### src/rtl/gol_pkg.sv
// Shared Game-of-Life definitions: neighbour bit positions, scanner states and the life rule.
package gol_pkg;

    localparam int unsigned NB_N  = 0;
    localparam int unsigned NB_NE = 1;
    localparam int unsigned NB_E  = 2;
    localparam int unsigned NB_SE = 3;
    localparam int unsigned NB_S  = 4;
    localparam int unsigned NB_SW = 5;
    localparam int unsigned NB_W  = 6;
    localparam int unsigned NB_NW = 7;

    typedef enum logic [1:0] {
        IDLE,
        SCAN,
        COMMIT
    } state_e;

    function automatic logic gol_next(input logic alive, input logic [7:0] neigh);
        logic [3:0] count;
        count = '0;
        for (int i = 0; i < 8; i++) begin
            count = count + 4'(neigh[i]);
        end
        return (count == 4'd3) || (alive && (count == 4'd2));
    endfunction

endpackage

### src/rtl/gol_board_scanner_if.sv
// Host/neighbour-side bundle of the board scanner; slave is the scanner, master is the host.
interface gol_board_scanner_if #(
    parameter int unsigned WIDTH  = 8,
    parameter int unsigned HEIGHT = 8,
    parameter int unsigned GEN_W  = 16
);
    localparam int unsigned XW = $clog2(WIDTH);
    localparam int unsigned YW = $clog2(HEIGHT);

    logic                      load_en;
    logic [YW-1:0]             load_row;
    logic [WIDTH-1:0]          load_data;
    logic                      step;
    logic                      busy;
    logic                      done;
    logic                      neigh_valid;
    logic [7:0]                neigh_out;
    logic                      cell_state;
    logic [XW-1:0]             cell_x;
    logic [YW-1:0]             cell_y;
    logic [WIDTH*HEIGHT-1:0]   board_out;
    logic [GEN_W-1:0]          generation;

    modport master (
        output load_en, load_row, load_data, step,
        input  busy, done, neigh_valid, neigh_out, cell_state, cell_x, cell_y,
        input  board_out, generation
    );

    modport slave (
        input  load_en, load_row, load_data, step,
        output busy, done, neigh_valid, neigh_out, cell_state, cell_x, cell_y,
        output board_out, generation
    );

endinterface

### src/rtl/gol_neighbour_mux.sv
// Picks the eight toroidally-wrapped neighbours and the centre cell of (x, y) from a flat board.
module gol_neighbour_mux
    import gol_pkg::*;
#(
    parameter int unsigned WIDTH  = 8,
    parameter int unsigned HEIGHT = 8,
    localparam int unsigned XW = $clog2(WIDTH),
    localparam int unsigned YW = $clog2(HEIGHT),
    localparam int unsigned IW = $clog2(WIDTH * HEIGHT)
) (
    input  logic [WIDTH*HEIGHT-1:0] board_i,
    input  logic [XW-1:0]           x_i,
    input  logic [YW-1:0]           y_i,
    output logic [7:0]              neigh_o,
    output logic                    alive_o
);

    int unsigned xc, yc, xm, xp, ym, yp;

    function automatic logic [IW-1:0] cell_idx(input int unsigned cx, input int unsigned cy);
        return IW'(cy * WIDTH + cx);
    endfunction

    always_comb begin
        xc = 32'(x_i);
        yc = 32'(y_i);
        xm = (xc == 0) ? WIDTH - 1 : xc - 1;
        xp = (xc == WIDTH - 1) ? 0 : xc + 1;
        ym = (yc == 0) ? HEIGHT - 1 : yc - 1;
        yp = (yc == HEIGHT - 1) ? 0 : yc + 1;

        neigh_o        = '0;
        neigh_o[NB_N]  = board_i[cell_idx(xc, ym)];
        neigh_o[NB_NE] = board_i[cell_idx(xp, ym)];
        neigh_o[NB_E]  = board_i[cell_idx(xp, yc)];
        neigh_o[NB_SE] = board_i[cell_idx(xp, yp)];
        neigh_o[NB_S]  = board_i[cell_idx(xc, yp)];
        neigh_o[NB_SW] = board_i[cell_idx(xm, yp)];
        neigh_o[NB_W]  = board_i[cell_idx(xm, yc)];
        neigh_o[NB_NW] = board_i[cell_idx(xm, ym)];
        alive_o        = board_i[cell_idx(xc, yc)];
    end

endmodule

### src/rtl/gol_board_scanner.sv
// Toroidal Game-of-Life board: host loads rows, each step scans one cell per clock into a
// shadow board which is committed at the end of the scan.
module gol_board_scanner
    import gol_pkg::*;
#(
    parameter int unsigned WIDTH  = 8,
    parameter int unsigned HEIGHT = 8,
    parameter int unsigned GEN_W  = 16,
    localparam int unsigned XW = $clog2(WIDTH),
    localparam int unsigned YW = $clog2(HEIGHT),
    localparam int unsigned IW = $clog2(WIDTH * HEIGHT)
) (
    input logic                 clk,
    input logic                 rst_n,
    gol_board_scanner_if.slave  bus
);

    state_e                  state_q, state_d;
    logic [XW-1:0]           x_q, x_d;
    logic [YW-1:0]           y_q, y_d;
    logic [WIDTH*HEIGHT-1:0] board_q, board_d;
    logic [WIDTH*HEIGHT-1:0] shadow_q, shadow_d;
    logic [GEN_W-1:0]        gen_q, gen_d;
    logic                    busy_q, busy_d;
    logic                    done_q, done_d;
    logic                    valid_q, valid_d;

    logic [7:0]    neigh;
    logic          alive;
    logic [IW-1:0] cur_idx;

    // Neighbours always come from the committed board so a scan never sees its own writes.
    gol_neighbour_mux #(
        .WIDTH  (WIDTH),
        .HEIGHT (HEIGHT)
    ) u_neighbour_mux (
        .board_i (board_q),
        .x_i     (x_q),
        .y_i     (y_q),
        .neigh_o (neigh),
        .alive_o (alive)
    );

    assign cur_idx = IW'(32'(y_q) * WIDTH + 32'(x_q));

    always_comb begin
        state_d  = state_q;
        x_d      = x_q;
        y_d      = y_q;
        board_d  = board_q;
        shadow_d = shadow_q;
        gen_d    = gen_q;

        unique case (state_q)
            IDLE: begin
                if (bus.load_en) begin
                    // Rows outside the board match no iteration and are dropped.
                    for (int r = 0; r < int'(HEIGHT); r++) begin
                        if (32'(bus.load_row) == r) begin
                            board_d[r*WIDTH +: WIDTH] = bus.load_data;
                        end
                    end
                end else if (bus.step) begin
                    state_d = SCAN;
                    x_d     = '0;
                    y_d     = '0;
                end
            end
            SCAN: begin
                shadow_d[cur_idx] = gol_next(alive, neigh);
                if (x_q == XW'(WIDTH - 1)) begin
                    x_d = '0;
                    if (y_q == YW'(HEIGHT - 1)) begin
                        y_d     = '0;
                        state_d = COMMIT;
                    end else begin
                        y_d = y_q + 1'b1;
                    end
                end else begin
                    x_d = x_q + 1'b1;
                end
            end
            COMMIT: begin
                board_d = shadow_q;
                gen_d   = gen_q + 1'b1;
                state_d = IDLE;
            end
            default: state_d = IDLE;
        endcase

        busy_d  = (state_d != IDLE);
        done_d  = (state_d == COMMIT);
        valid_d = (state_d == SCAN);
    end

    always_ff @(posedge clk or negedge rst_n) begin
        if (!rst_n) begin
            state_q  <= IDLE;
            x_q      <= '0;
            y_q      <= '0;
            board_q  <= '0;
            shadow_q <= '0;
            gen_q    <= '0;
            busy_q   <= 1'b0;
            done_q   <= 1'b0;
            valid_q  <= 1'b0;
        end else begin
            state_q  <= state_d;
            x_q      <= x_d;
            y_q      <= y_d;
            board_q  <= board_d;
            shadow_q <= shadow_d;
            gen_q    <= gen_d;
            busy_q   <= busy_d;
            done_q   <= done_d;
            valid_q  <= valid_d;
        end
    end

    assign bus.busy        = busy_q;
    assign bus.done        = done_q;
    assign bus.neigh_valid = valid_q;
    assign bus.neigh_out   = valid_q ? neigh : 8'h00;
    assign bus.cell_state  = valid_q & alive;
    assign bus.cell_x      = x_q;
    assign bus.cell_y      = y_q;
    assign bus.board_out   = board_q;
    assign bus.generation  = gen_q;

endmodule

### src/flat_wrapper.sv
// flat-port wrapper written by rule: the top's interface ports become plain ports
module gol_board_scanner_flat import gol_pkg::*;
#(
    parameter int unsigned WIDTH  = 8,
    parameter int unsigned HEIGHT = 8,
    parameter int unsigned GEN_W  = 16,
    localparam int unsigned XW = $clog2(WIDTH),
    localparam int unsigned YW = $clog2(HEIGHT),
    localparam int unsigned IW = $clog2(WIDTH * HEIGHT)
)
  (clk, rst_n, bus_load_en, bus_load_row, bus_load_data, bus_step, bus_busy, bus_done, bus_neigh_valid, bus_neigh_out, bus_cell_state, bus_cell_x, bus_cell_y, bus_board_out, bus_generation);
  gol_board_scanner_if #(.WIDTH(WIDTH), .HEIGHT(HEIGHT), .GEN_W(GEN_W)) bus_i ();
  input logic clk;
  input logic rst_n;
  input wire logic [$bits(bus_i.load_en)-1:0] bus_load_en;
  input wire logic [$bits(bus_i.load_row)-1:0] bus_load_row;
  input wire logic [$bits(bus_i.load_data)-1:0] bus_load_data;
  input wire logic [$bits(bus_i.step)-1:0] bus_step;
  output wire logic [$bits(bus_i.busy)-1:0] bus_busy;
  output wire logic [$bits(bus_i.done)-1:0] bus_done;
  output wire logic [$bits(bus_i.neigh_valid)-1:0] bus_neigh_valid;
  output wire logic [$bits(bus_i.neigh_out)-1:0] bus_neigh_out;
  output wire logic [$bits(bus_i.cell_state)-1:0] bus_cell_state;
  output wire logic [$bits(bus_i.cell_x)-1:0] bus_cell_x;
  output wire logic [$bits(bus_i.cell_y)-1:0] bus_cell_y;
  output wire logic [$bits(bus_i.board_out)-1:0] bus_board_out;
  output wire logic [$bits(bus_i.generation)-1:0] bus_generation;
  assign bus_i.load_en = bus_load_en;
  assign bus_i.load_row = bus_load_row;
  assign bus_i.load_data = bus_load_data;
  assign bus_i.step = bus_step;
  assign bus_busy = bus_i.busy;
  assign bus_done = bus_i.done;
  assign bus_neigh_valid = bus_i.neigh_valid;
  assign bus_neigh_out = bus_i.neigh_out;
  assign bus_cell_state = bus_i.cell_state;
  assign bus_cell_x = bus_i.cell_x;
  assign bus_cell_y = bus_i.cell_y;
  assign bus_board_out = bus_i.board_out;
  assign bus_generation = bus_i.generation;
  gol_board_scanner #(.WIDTH(WIDTH), .HEIGHT(HEIGHT), .GEN_W(GEN_W)) u_core (.clk(clk), .rst_n(rst_n), .bus(bus_i));
endmodule
### config.mk
export PLATFORM = sky130hd
export DESIGN_NAME = gol_board_scanner_flat
export DESIGN_NICKNAME = d
export VERILOG_FILES = /design/src/rtl/gol_pkg.sv /design/src/rtl/gol_board_scanner_if.sv /design/src/rtl/gol_neighbour_mux.sv /design/src/rtl/gol_board_scanner.sv /design/src/flat_wrapper.sv
export SDC_FILE = /design/constraint.sdc
export NUM_CORES = 1
export LEC_CHECK = 0
export ABC_AREA = 1
export CAP_MARGIN = 20
export CORE_MARGIN = 5
export CORE_UTILIZATION = 30
export CTS_CLUSTER_DIAMETER = 150
export CTS_CLUSTER_SIZE = 16
export DETAILED_ROUTE_END_ITERATION = 6
export PLACE_DENSITY = 0.55
export SYNTH_ARGS = -nofsm -noshare
export SYNTH_HDL_FRONTEND = slang
export SYNTH_SLANG_ARGS = --single-unit
### constraint.sdc
create_clock -name clk -period 8.14 [get_ports clk]
set_input_delay 1.628 -clock clk [delete_from_list [all_inputs] [get_ports clk]]
set_output_delay 1.628 -clock clk [all_outputs]
set_load 0.005 [all_outputs]
Yosys cells after proc, flatten, opt, wreduce, memory -nomap -nowiden
Cells that the tools add are included.
- bits in registers: 155
- output and inout bits: 98
- word-level logic and storage cells: 145
- $add $sub $neg: 23
- magnitude comparators: 10
- equality and inequality tests: 27
- multiplexer cells: 48
- bitwise gates (word level): 1
- reductions and logical operators: 20
- operators by type and width (kind ; number):
    $pmux 64 s2 ; 1
    $mux 8 ; 9
    $bwmux 64 ; 1
    $mux 64 ; 1
    $lt 6x7->1 const B ; 9
    $bmux 1 s6 ; 9
    $reduce_and 3->1 ; 9
    $add 4x1->4 ; 6
    $mux 3 ; 7
    $add 6x3->6 ; 3
    $add 6x4->6 ; 3
    $add 6x6->6 ; 3
    $eq 3x3->1 const B ; 6
    $ne 2x1->1 const B ; 9
    $add 16x1->16 const B ; 1
    $pmux 3 s2 ; 2
    $mux 1 ; 10
    $add 3x1->3 const B ; 3
    $logic_not 3->1 ; 3
    $eq 4x2->1 const B ; 2
    $mux 2 ; 4
    $demux 1 s6 ; 1
    $eq 3x2->1 const B ; 2
    $ge 6x1->1 const B ; 1
    17 further kinds ; 24

Logic depth before layout (Yosys ltp)
- depth after elaboration: 16
- mapped depth: 30

By module
Synthesis repeated with hierarchy kept, for this count alone.
- cell total of the unflattened synthesis: 1541
- area, all modules: 10287.4 µm²
- by module, submodules not included (module ; times used ; cells an instance ; area an instance (µm²) ; sequential area each (µm²)):
    gol_board_scanner ; 1 ; 936 ; 7393.3 ; 3878.7
    gol_neighbour_mux ; 1 ; 605 ; 2894.0 ; 0.0

Worst setup path after synthesis
Ideal clock, no wire load.
- path type: register -> register
- from: register u_core.x_q[0], in the netlist u_core.bus.cell_x[0]
- to: register u_core.shadow_q[0]
- setup time: 66 ps
- data arrival time: 5724 ps
- required time: 8074 ps
- slack: 2351 ps
- cell stages (with the launch flop): 29
- buffers on the path: 5
- cells stage by stage: dfrtp_1 -> buf_2 -> inv_2 -> buf_2 -> buf_2 -> ha_1 -> nand2_1 -> inv_1 -> buf_2 -> nand2_1 -> nand3_1 -> nand2_1 -> nand2_1 -> nand3_1 -> nand3b_1 -> nand2_1 -> inv_1 -> ha_1 -> inv_1 -> fa_1 -> inv_1 -> fa_1 -> inv_1 -> fa_1 -> fa_1 -> a211oi_1 -> clkbuf_1 -> nand3_1 -> nand2_1
- cells in the longest elaborated chain, start to end: 16
- elaborated cells on any way between the ends: 50
- classes of those cells: 18 x add/sub; 2 x order compare; 3 x eq/ne; 23 x mux; 4 x reduce/logical
- RTL lines (what ; RTL line ; source):
    start: declaration ; gol_board_scanner.sv:19 ; logic [XW-1:0] x_q, x_d;
    start signal: assignment ; gol_board_scanner.sv:99 ; x_q <= '0;
    start signal: assignment ; gol_board_scanner.sv:109 ; x_q <= x_d;
    $add 3x1->4 or $eq 3x3->1 (tied branches) ; gol_neighbour_mux.sv:28 ; xp = (xc == WIDTH - 1) ? 0 : xc + 1;
    $mux 4 ; gol_neighbour_mux.sv:28 ;
    $add 6x4->6 ; gol_neighbour_mux.sv:21 ; return IW'(cy * WIDTH + cx);
    $bmux 1 s6 ; gol_neighbour_mux.sv:34 ; neigh_o[NB_NE] = board_i[cell_idx(xp, ym)];
    $mux 1 (not written as such) ; gol_neighbour_mux.sv:34 ;
    $add 1x1->2 ; gol_pkg.sv:23 ; count = count + 4'(neigh[i]);
    $add 4x1->4 (6 in series) ; gol_pkg.sv:23 ;
    $eq 4x2->1 ; gol_pkg.sv:25 ; return (count == 4'd3) || (alive && (count == 4'd2));
    $logic_and 1x1->1 ; gol_pkg.sv:25 ;
    $logic_or 1x1->1 ; gol_pkg.sv:25 ;
    $bwmux 64 * ; gol_board_scanner.sv:70 ; shadow_d[cur_idx] = gol_next(alive, neigh);
    end signal: assignment ; gol_board_scanner.sv:112 ; shadow_q <= shadow_d;
    end: declaration ; gol_board_scanner.sv:22 ; logic [WIDTH*HEIGHT-1:0] shadow_q, shadow_d;
Mark *: on every way between the ends. The rest lies on a longest branch, timed or not. The select of a mux whose other input is x is not followed.
A chain may end at the register's enable or synchronous reset.

Worst setup path after layout
- from: register u_core.x_q[1], in the netlist u_core.bus.cell_x[1]
- to: register u_core.shadow_q[2]
Same word-level chain as after synthesis.

==> summary.txt <==
Die
  – Die ar.: 37400 µm²
  – I/O pins: 113
  – Core Area: 33400 µm²
  – Die outline width: 194 µm
  – Die Ht: 194 µm
  – Initial Util: 0.303
  – Rows: 67

Setup path
  – Critical Path Max Stage Delay: 0.61 ns
  – R2r setup slk: 1.71 ns
  – CP max FO: 64
  – Worst path most repeated cell: inv_1
  – Worst setup SP type: flip-flop
  – Crit path kind: flip-flop to flip-flop
  – Crit path DAT: 6.80 ns
  – Register-to-Register Path Depth: 25
  – Reg2reg end: u_core.shadow_q[2]
  – Crit path buf inv count: 7
  – Cell family with most CP delay: adder cells
  – Critical path launch point: u_core.bus.cell_x[1]
  – RR Startpoint: u_core.bus.cell_x[1]
  – CP Capture Type: flip-flop
  – Worst Path Required: 8.52 ns
  – Slowest-stage cell, CP: buf_4

GRT
  – Largest net degree at the start of global routing: 88
  – First-pass GRT wire length: 59.9 mm
  – Vias in the first global route: 9801
  – Initial antenna violation count: 0
  – Global-route usage over all layers: 0.203
  – Total grt overflow: 0

CTS
  – CTS Buffer Depth: 2
  – CTS root buffer: clkbuf_16
  – Clk pin slew, worst setup/hold paths: 0.06 ns
  – CTS H-tree lvls: 4
  – CTS Buf Count: 17
  – CTS tree: yes
  – Hold_buf cts: 0
  – Setup Buffers After CTS: 0
  – CTS sink cnt: 155
  – Clock Latency Late Sink: 0.44 ns
  – # resized after CTS: 0

STA
  – Fin crit share: 0.790
  – Worst-Margin Slew: 1.01 ns
  – Tmin final: 6.43 ns
  – Fin. max-slew vios: 0
  – Worst setup margin: 1.71 ns
  – RSZ-0062 raised after global routing: false
  – Final setup violation count: 0
  – Setup Skew: 0.00855 ns
  – Final hold violation count: 0
  – Setup TNS: 0 ns
  – Achievable Freq: 156 MHz
  – Relative slew margins: 0.323

Logic synthesis
  – Yosys cell types: 33
  – Syn Std Cell Area: 10100 µm²
  – Ys async rst share: 1.00
  – Synth top area cells: dfrtp_1 (38%), nand2_1 (19%), nand3_1 (11%), inv_1 (4.3%), nor2_1 (3.9%)
  – Cells after synthesis: 1464
  – Avg Inst Size Synth: 6.90 µm²
  – Mapped Nets: 1506
  – Sequential share of the synthesized area: 0.384
  – YS warnings: 0
  – Post-synth top area share: 0.384
  – Area leader, netlist: dfrtp_1
  – Register bit total from synthesis: 155
  – Post-synth top flop: dfrtp_1
  – Post-synth EDFFs: 0

Layout
  – Design Area, Final: 12200 µm²
  – Share of cells above drive strength 1: 0.0547
  – Final nets: 1583
  – Commonest non-fill, non-tap cell in the layout: nand2_1
  – P&R area growth vs syn: 20.7%
  – Most frequent cells in the layout: nand2_1 (505), nand3_1 (232), dfrtp_1 (154)
  – Ant. Diodes: 0
  – Fillers: 3607

Hold path
  – Worst hold path type: flip-flop to flip-flop
  – HP Start: u_core.bus.generation[15]
  – WHS Path Cells: 1
  – WHS Endpoint: u_core.bus.generation[15]

Place
  – Pre-CTS setup slack: 1.82 ns
  – Post-DP HPWL: 28.2 mm
  – Dpl cell area: 11600 µm²
  – GPL Wtd Cong: 0.963
  – PortBufs: 112

Detailed routing
  – Drt total wl: 38.8 mm
  – Via-to-Cell Ratio: 5.14
  – Number of vias in the routed layout: 10300
  – Post-DRT Antenna Nets: 0
  – Starting DRT DRC Count: 957
  – WL/cell: 19.4 µm
  – DR DRC count: 0
  – Pre-antenna DRT Iters: 7

Flow run
  – Max Cap Viol: 0

Outcome
  – Status: completed
-- worst max-delay path by stage --
stage | endpoint | slack (ns) | cells past startpoint
finish | u_core.shadow_q[2] | 1.71 | 25
global route | u_core.shadow_q[47] | 1.27 | 27
CTS | u_core.shadow_q[47] | 1.79 | 25
detailed placement | u_core.shadow_q[10] | 1.82 | 25
global placement | u_core.shadow_q[32] | 1.97 | 25
floorplan | u_core.shadow_q[0] | 2.35 | 28
-- through the flow --
step                      cells  hold WS, ns  utilization
final                      2002        0.467        0.365
after global routing       2002        0.504        0.365
after CTS                  2002        0.476        0.365
after detailed placement   1970        0.467        0.347
after global placement     1970        0.461        0.347
after floorplan            1464        0.449            -
-- registers in the layout, indices dropped and copies added, names as in the netlist --
register / count
u_core.bus.done: 1
u_core.bus.generation: 16
u_core.bus.board_out: 64
u_core.bus.cell_y: 3
u_core.bus.neigh_valid: 1
u_core.bus.busy: 1
u_core.state_q: 2
u_core.bus.cell_x: 3
u_core.shadow_q: 64
-- metal layers --
layer,vias up,part of all wire,global-route usage
met3,55,0.056,0.0254
met5,-,0,0
met1,5004,0.44,0.280
met2,360,0.48,0.337
li1,4879,-,-
met4,0,0.022,0.0577
-- cells in the mapped netlist (20+ instances only) --
cell,instances
nand2_1,505
nand3_1,232
dfrtp_1,155
inv_1,116
nor2_1,106
o21ai_0,56
a21oi_1,44
nor3_1,41
clkbuf_1,31
a21o_1,26
buf_2,26
mux2_2,23
ha_1,20
-- layout make-up --
cell class | count | area, µm² | area share
Multi-Input combinational cell | 1116 | 5450 | 0.447
Clock inverter | 11 | 131 | 0.0108
Sequential cell | 155 | 3880 | 0.318
Timing Repair Buffer | 123 | 1200 | 0.0988
Clock buffer | 21 | 480 | 0.0394
Tap cell | 448 | 561 | 0.0460
Inverter | 128 | 480 | 0.0394
-- worst reg2reg max path, delay by kind of cell, from the launching register on --
kind,cells,cell delay (ns)
AO/OA/AOI/OAI,1,0.23
adder cells (fa/ha/maj),7,2.71
buffers and inverters,7,1.35
flip-flops,1,0.49
AND/OR/NAND/NOR,10,1.56
-- cells by family after synthesis --
kind of cell,share of synthesized area
XOR/XNOR,0.0191
multiplexers,0.0256
adder cells (fa/ha/maj),0.0386
flip-flops,0.384
AND/OR/NAND/NOR,0.376
AO/OA/AOI/OAI,0.0791
buffers and inverters,0.0775
Power is not shown: default switching activity piles up to over one toggle a cycle in this logic, so the estimate is an artifact.
